**src/rtl/src_alu_bus_mar.sv**
```systemverilog
// Mini SRC datapath slice: 24-source priority bus, 64-bit-result ALU and 9-bit MAR.
// Define ALU_MULDIV_EN to build the signed multiplier/divider (opcodes 9 and 10).
module src_alu_bus_mar (
  input  logic         clk,
  input  logic         clr,
  input  logic [511:0] r_data,
  input  logic [31:0]  hi_data,
  input  logic [31:0]  lo_data,
  input  logic [31:0]  zhi_data,
  input  logic [31:0]  zlo_data,
  input  logic [31:0]  pc_data,
  input  logic [31:0]  mdr_data,
  input  logic [31:0]  inport_data,
  input  logic [31:0]  csign_data,
  input  logic [15:0]  r_out,
  input  logic         hi_out,
  input  logic         lo_out,
  input  logic         zhi_out,
  input  logic         zlo_out,
  input  logic         pc_out,
  input  logic         mdr_out,
  input  logic         inport_out,
  input  logic         c_out,
  input  logic [31:0]  y_data,
  input  logic [4:0]   alu_control,
  input  logic         mar_en,
  output logic [31:0]  bus_out,
  output logic [63:0]  alu_result,
  output logic [8:0]   address
);

  // Source index doubles as priority: lower index wins.
  logic [31:0] src [24];
  logic [23:0] sel;

  generate
    for (genvar gi = 0; gi < 16; gi++) begin : g_reg_src
      assign src[gi] = r_data[32*gi +: 32];
    end
  endgenerate

  assign src[16] = hi_data;
  assign src[17] = lo_data;
  assign src[18] = zhi_data;
  assign src[19] = zlo_data;
  assign src[20] = pc_data;
  assign src[21] = mdr_data;
  assign src[22] = inport_data;
  assign src[23] = csign_data;
  assign sel = {c_out, inport_out, mdr_out, pc_out, zlo_out, zhi_out, lo_out, hi_out, r_out};

  always_comb begin
    bus_out = '0;
    for (int i = 23; i >= 0; i--) begin
      if (sel[i]) bus_out = src[i];
    end
  end

  logic [31:0] a, b, sra;
  logic [4:0]  amt;
  logic [63:0] rot_r, rot_l;

  assign a     = y_data;
  assign b     = bus_out;
  assign amt   = b[4:0];
  assign sra   = $signed(a) >>> amt;
  assign rot_r = {a, a} >> amt;
  assign rot_l = {a, a} << amt;

`ifdef ALU_MULDIV_EN
  logic signed [63:0] prod;
  logic [31:0]        quot, rem;

  assign prod = $signed(a) * $signed(b);

  // Divide-by-zero and the single overflow case are pinned explicitly.
  always_comb begin
    if (b == 32'd0) begin
      quot = 32'd0;
      rem  = a;
    end else if (a == 32'h8000_0000 && b == 32'hFFFF_FFFF) begin
      quot = 32'h8000_0000;
      rem  = 32'd0;
    end else begin
      quot = $signed(a) / $signed(b);
      rem  = $signed(a) % $signed(b);
    end
  end
`endif

  always_comb begin
    alu_result = '0;
    case (alu_control)
      5'd0:  alu_result = {32'd0, a + b};
      5'd1:  alu_result = {32'd0, a - b};
      5'd2:  alu_result = {32'd0, a & b};
      5'd3:  alu_result = {32'd0, a | b};
      5'd4:  alu_result = {32'd0, a >> amt};
      5'd5:  alu_result = {32'd0, sra};
      5'd6:  alu_result = {32'd0, a << amt};
      5'd7:  alu_result = {32'd0, rot_r[31:0]};
      5'd8:  alu_result = {32'd0, rot_l[63:32]};
`ifdef ALU_MULDIV_EN
      5'd9:  alu_result = prod;
      5'd10: alu_result = {rem, quot};
`endif
      5'd11: alu_result = {32'd0, 32'd0 - b};
      5'd12: alu_result = {32'd0, ~b};
      5'd13: alu_result = {32'd0, b + 32'd4};
      default: alu_result = '0;
    endcase
  end

  logic [8:0] address_d, address_q;

  always_comb begin
    address_d = address_q;
    if (mar_en) address_d = bus_out[8:0];
  end

  always_ff @(posedge clk) begin
    if (!clr) address_q <= '0;
    else      address_q <= address_d;
  end

  assign address = address_q;

endmodule

```
**config.mk**
```make
export PLATFORM = sky130hd
export DESIGN_NAME = src_alu_bus_mar
export DESIGN_NICKNAME = d
export VERILOG_FILES = /design/src/rtl/src_alu_bus_mar.sv
export SDC_FILE = /design/constraint.sdc
export NUM_CORES = 1
export LEC_CHECK = 0
export CORE_AREA = 2 2 368 370
export CTS_CLUSTER_SIZE = 14
export DETAILED_ROUTE_END_ITERATION = 10
export DIE_AREA = 0 0 370 372
export GPL_TIMING_DRIVEN = 1
export HOLD_SLACK_MARGIN = 0.06
export SLEW_MARGIN = 15
export SYNTH_ARGS = -nofsm -noshare
export SYNTH_HDL_FRONTEND = slang
export SYNTH_SLANG_ARGS = --single-unit
```
**constraint.sdc**
```tcl
create_clock -name clk -period 7.3 [get_ports clk]
set_input_delay 0.73 -clock clk [delete_from_list [all_inputs] [get_ports clk]]
set_output_delay 0.73 -clock clk [all_outputs]
set_load 0.1 [all_outputs]
```
==> results.md <==
- The end of the worst register-to-register path is address[1]$_SDFFE_PN0P_.
- The final max-slew violation count is 0.
- The routed via count divided by cell count is 5.53.
- Between clock sinks in the finished design, the worst skew comes to 0 ns.
- The transition time at the pin with the least slew margin is 1.25 ns.
- For the worst setup path, the data arrival time is 6.52 ns.
- The worst reg2reg path startpoint is address[1]$_SDFFE_PN0P_.
- The sum of met2 wire segment lengths after detailed routing is roughly 110 mm.
- The final period utilization is 0.993.
- For this run, the number of Yosys warnings is 0.
- The kind of start point of the critical path is an input port.
- Following the worst setup path forward leads to its endpoint at alu_result[26].
- The tightest hold path in the finished design has a slack of 0.479 ns.
- The number of placed instances, taps included, is roughly 6,000.
- Yosys mapped the design onto 106 distinct sky130hd cell types.
- Counting flops with an async set or reset pin after synthesis yields a share of 0.
- Counting the fill cells in the layout gives 15,000.
- The overall via count from detail_route is ~34,000.
- The initial antenna violation count is between 150 and 200.
- The area share of fa/ha/maj cells after synthesis is 0.0675.
- The worst IR drop on VDD is 0.0000609 V.
- The library cells used most frequently in the layout, excluding fill and tap cells, are sky130_fd_sc_hd__clkdlybuf4s50_1, sky130_fd_sc_hd__buf_4, sky130_fd_sc_hd__nand2_1.
- The flow ran to the end, and the final reports show no timing, DRC or antenna violations.
- The deepest clock path buffer count is 2.
- The worst register-to-register path has a depth of 2.
- The number of nets in the final layout is approximately 5,200.
- The startpoint-to-endpoint class of the critical path is input port to output port.
- The total routed wire length on the met1 layer is 101 mm.
- The routed wirelength normalized by instance count is approximately 42 µm.
- The highest routed metal layer is met5.
- Dividing the synthesized area by the synthesized cell count gives 6.33 µm².
- The routed wire length on met3 is 29.0 mm.
- The worst setup path startpoint is zhi_out.
- Along the worst path, the maximum fanout reaches 5.
- Of the total synthesized cell area, the portion taken by XOR and XNOR cells is 0.0316.
- The maximum achievable frequency is 138 MHz.
- The power per cell area is ~120 nW/µm².
- The total area inside the core boundary comes to 134,000 µm².
- The non-filler instance count after layout is 6,167.
- The floorplan has roughly 140 rows.
- The initial core utilization is 0.138.
- The total of endpoints with negative setup slack in the final report is 0.
- The top flip-flop cell by instance count after synthesis is sky130_fd_sc_hd__dfxtp_1.
- The sink count of the clock tree is 9.
- The largest net degree at the start of global routing is between 100 and 150.
- The worst register-to-register path has a setup slack of 6.69 ns.
- Synthesis inferred 9 register bits.
- Counting flops with a built-in enable in the synthesized netlist gives 0.
- The routed wire length is 259 mm.
- By area the synthesized netlist is led by sky130_fd_sc_hd__ha_1, sky130_fd_sc_hd__a21oi_1, sky130_fd_sc_hd__o21ai_0, sky130_fd_sc_hd__nand2_1, sky130_fd_sc_hd__a221oi_1.
- Measured against the total synthesized area, the mux share comes to 0.0230.
- 937 I/O pins were placed.
- The insertion delay of the later-clocked pin in the worst-skew pair is between 0.2 and 0.25 ns.
- The cell count after synthesis came out at 2,932.
- After global routing the overflow that remains totals 0.
- The detailed router finished its first iteration with approximately 4,200 violations.
- The minimum period implied by the final worst setup slack is 7.25 ns.
- The top cell type by total area after synthesis is sky130_fd_sc_hd__ha_1.
- In this run the number of H-tree levels came out at 1.
- Of the total synthesized cell area, the portion taken by AND, OR, NAND and NOR gates is 0.252.
- Summed over all cells, the static leakage comes to 0.0138 µW.
- The number of nets with antenna violations after detailed routing is 0.
- STA classifies the critical path endpoint as an output port.
- The clock root buffer is sky130_fd_sc_hd__clkbuf_16.
- TritonCTS built the clock tree.
- The die outline height is 372 µm.
- After synthesis, the largest family of logic cells by area is compound AO/OA/AOI/OAI gates.
- The via count of the first global-routing pass was 32,300.
- The number of maximum-capacitance violations is 0.
- The number of buffers created by CTS is 3.
- The number of flip-flops under the largest register name is 9.
- The first-pass GRT wire length is around 330 mm.
- The area share of the largest cell type after synthesis is 0.0654.
- The final weighted congestion in routability-driven placement is 1.08.
- The required arrival time at the worst endpoint is 6.57 ns.
- The global-route usage over all layers is 0.357.
- The tightest min-delay check is of the flip-flop to flip-flop type.
- The area fraction in compound gates after synthesis was 0.515.
- The DRC violation count after routing is 0.
- The post-detailed-placement half-perimeter wirelength is about 230 mm.
- The area of the mapped netlist is approximately 19,000 µm².
- The final number of hold-violating endpoints is 0.
- The relative max-transition margin is 0.161.
- Once layout is complete, the utilization of the core stands at 0.263.
- The die is between 300 and 400 µm wide.
- Of the cells placed in the final design, the portion with a size suffix greater than 1 is 0.220.
- The area enclosed by the die boundary is 138,000 µm².
- Relative to the synthesized area, the layout overhead comes to 90.3%.
- The part of the Yosys area used for sequential elements is 0.00970.
- The count of buffers added on input and output ports is around 900.
- Before antenna repair, the detailed router went through 8 iterations.
- The library cell used most frequently in the layout, excluding fill and tap cells, is sky130_fd_sc_hd__clkdlybuf4s50_1.
- The startpoint identified for the worst hold timing path is address[0]$_SDFFE_PN0P_.
- The clock-pin slew reported for the worst setup and hold paths after clock tree synthesis is 0.04 ns.
## cells by family (layout without fill, tap and decap cells)
group | after synthesis | after routing
and+or+nand+nor | 928 | 928
muxes | 42 | 42
buffers and inverters | 412 | 1752
DFF | 9 | 9
xor gates and xnor gates | 67 | 67
other | 1 | 115
adders and majority gates | 99 | 99
AOI/OAI and AO/OA | 1374 | 1374
## synth_stat cells (36+ instances only)
cell / instances
sky130_fd_sc_hd__nand2_1: 256
sky130_fd_sc_hd__a21oi_1: 232
sky130_fd_sc_hd__o21ai_0: 219
sky130_fd_sc_hd__nor2_1: 208
sky130_fd_sc_hd__o22ai_1: 134
sky130_fd_sc_hd__nand3_1: 118
sky130_fd_sc_hd__inv_1: 117
sky130_fd_sc_hd__clkbuf_1: 111
sky130_fd_sc_hd__buf_2: 105
sky130_fd_sc_hd__ha_1: 97
sky130_fd_sc_hd__a221oi_1: 96
sky130_fd_sc_hd__o211ai_1: 83
sky130_fd_sc_hd__nor3_1: 73
sky130_fd_sc_hd__a31oi_1: 65
sky130_fd_sc_hd__a22oi_1: 64
sky130_fd_sc_hd__o221ai_1: 56
sky130_fd_sc_hd__xnor2_1: 55
sky130_fd_sc_hd__nor2b_1: 43
sky130_fd_sc_hd__mux2i_1: 38
sky130_fd_sc_hd__a211oi_1: 37
sky130_fd_sc_hd__buf_4: 37
sky130_fd_sc_hd__nand2b_1: 37
sky130_fd_sc_hd__a21o_1: 36
## area by class of cell
cell class                 instances  area (µm²)  area share
multi-input combinational       2542       17100       0.484
inverter                         129         484      0.0137
tap                             1781        2230      0.0631
timing repair buffer            1619       15100       0.426
sequential                         9         180     0.00510
antenna                           83         208     0.00588
clock buffer                       4        78.8     0.00223
## critical path: stages
cell and delay (ns):
sky130_fd_sc_hd__clkdlybuf4s50_1 0.53, sky130_fd_sc_hd__buf_4 0.21, sky130_fd_sc_hd__inv_1 0.19, sky130_fd_sc_hd__buf_4 0.18
sky130_fd_sc_hd__o221ai_1 0.25, sky130_fd_sc_hd__a221oi_2 0.31, sky130_fd_sc_hd__a221oi_2 0.14, sky130_fd_sc_hd__o311a_1 0.47
sky130_fd_sc_hd__o21ai_2 0.21, sky130_fd_sc_hd__inv_1 0.09, sky130_fd_sc_hd__ha_1 0.30, sky130_fd_sc_hd__buf_4 0.15
sky130_fd_sc_hd__a21o_1 0.16, sky130_fd_sc_hd__a21o_1 0.19, sky130_fd_sc_hd__a2111oi_4 0.37, sky130_fd_sc_hd__o21ai_2 0.15
sky130_fd_sc_hd__a31oi_1 0.21, sky130_fd_sc_hd__buf_4 0.15, sky130_fd_sc_hd__o21ai_0 0.11, sky130_fd_sc_hd__a211oi_2 0.35
sky130_fd_sc_hd__o32ai_4 0.17, sky130_fd_sc_hd__nor4_2 0.32, sky130_fd_sc_hd__buf_4 0.19, sky130_fd_sc_hd__nand3b_1 0.14
sky130_fd_sc_hd__buf_12 0.20
## report_power, final
group	switching [µW]	internal, µW
Sequential	2.03	53.5
Combinational	2440	1520
Clock	24.7	73.1
## layer usage
layer / global-route usage / vias to the layer above
li1: - / 14400
met1: 0.423 / 16800
met2: 0.554 / 2329
met3: 0.136 / 485
met4: 0.192 / 78
met5: 0 / -
## worst min-delay path by stage
stage / end / slack (ns) / depth (start not counted)
after global placement: address[6]$_SDFFE_PN0P_ / 0.47 / 1
after global routing: address[0]$_SDFFE_PN0P_ / 0.50 / 1
after floorplan: address[1]$_SDFFE_PN0P_ / 0.86 / 1
after CTS: address[0]$_SDFFE_PN0P_ / 0.48 / 1
final: address[0]$_SDFFE_PN0P_ / 0.48 / 1
after detailed placement: address[0]$_SDFFE_PN0P_ / 0.47 / 1
## stage by stage
stage / power [µW] / TNS, ns / worst slack (ns) / cell area (µm²)
after floorplan: 1780 / 0 / 0.0125 / 18700
after global placement: 3900 / -9.45 / -1.11 / 34600
after detailed placement: 3880 / -3.99 / -0.684 / 34600
after CTS: 4000 / -0.0709 / -0.0709 / 34800
after global routing: 4220 / -0.0206 / -0.0206 / 35200
final: 4110 / 0 / 0.0494 / 35300
## repair_timing
| action | 4_1_cts | 5_1_grt |
|---|---|---|
| resized for setup | 32 | 63 |
| pin swaps | 4 | 24 |
| endpoints found under the setup margin | 15 | 15 |
| hold buffers | 0 | 0 |
| setup buffers | 1 | 3 |
Note: power is estimated with default switching activity, not from simulation.
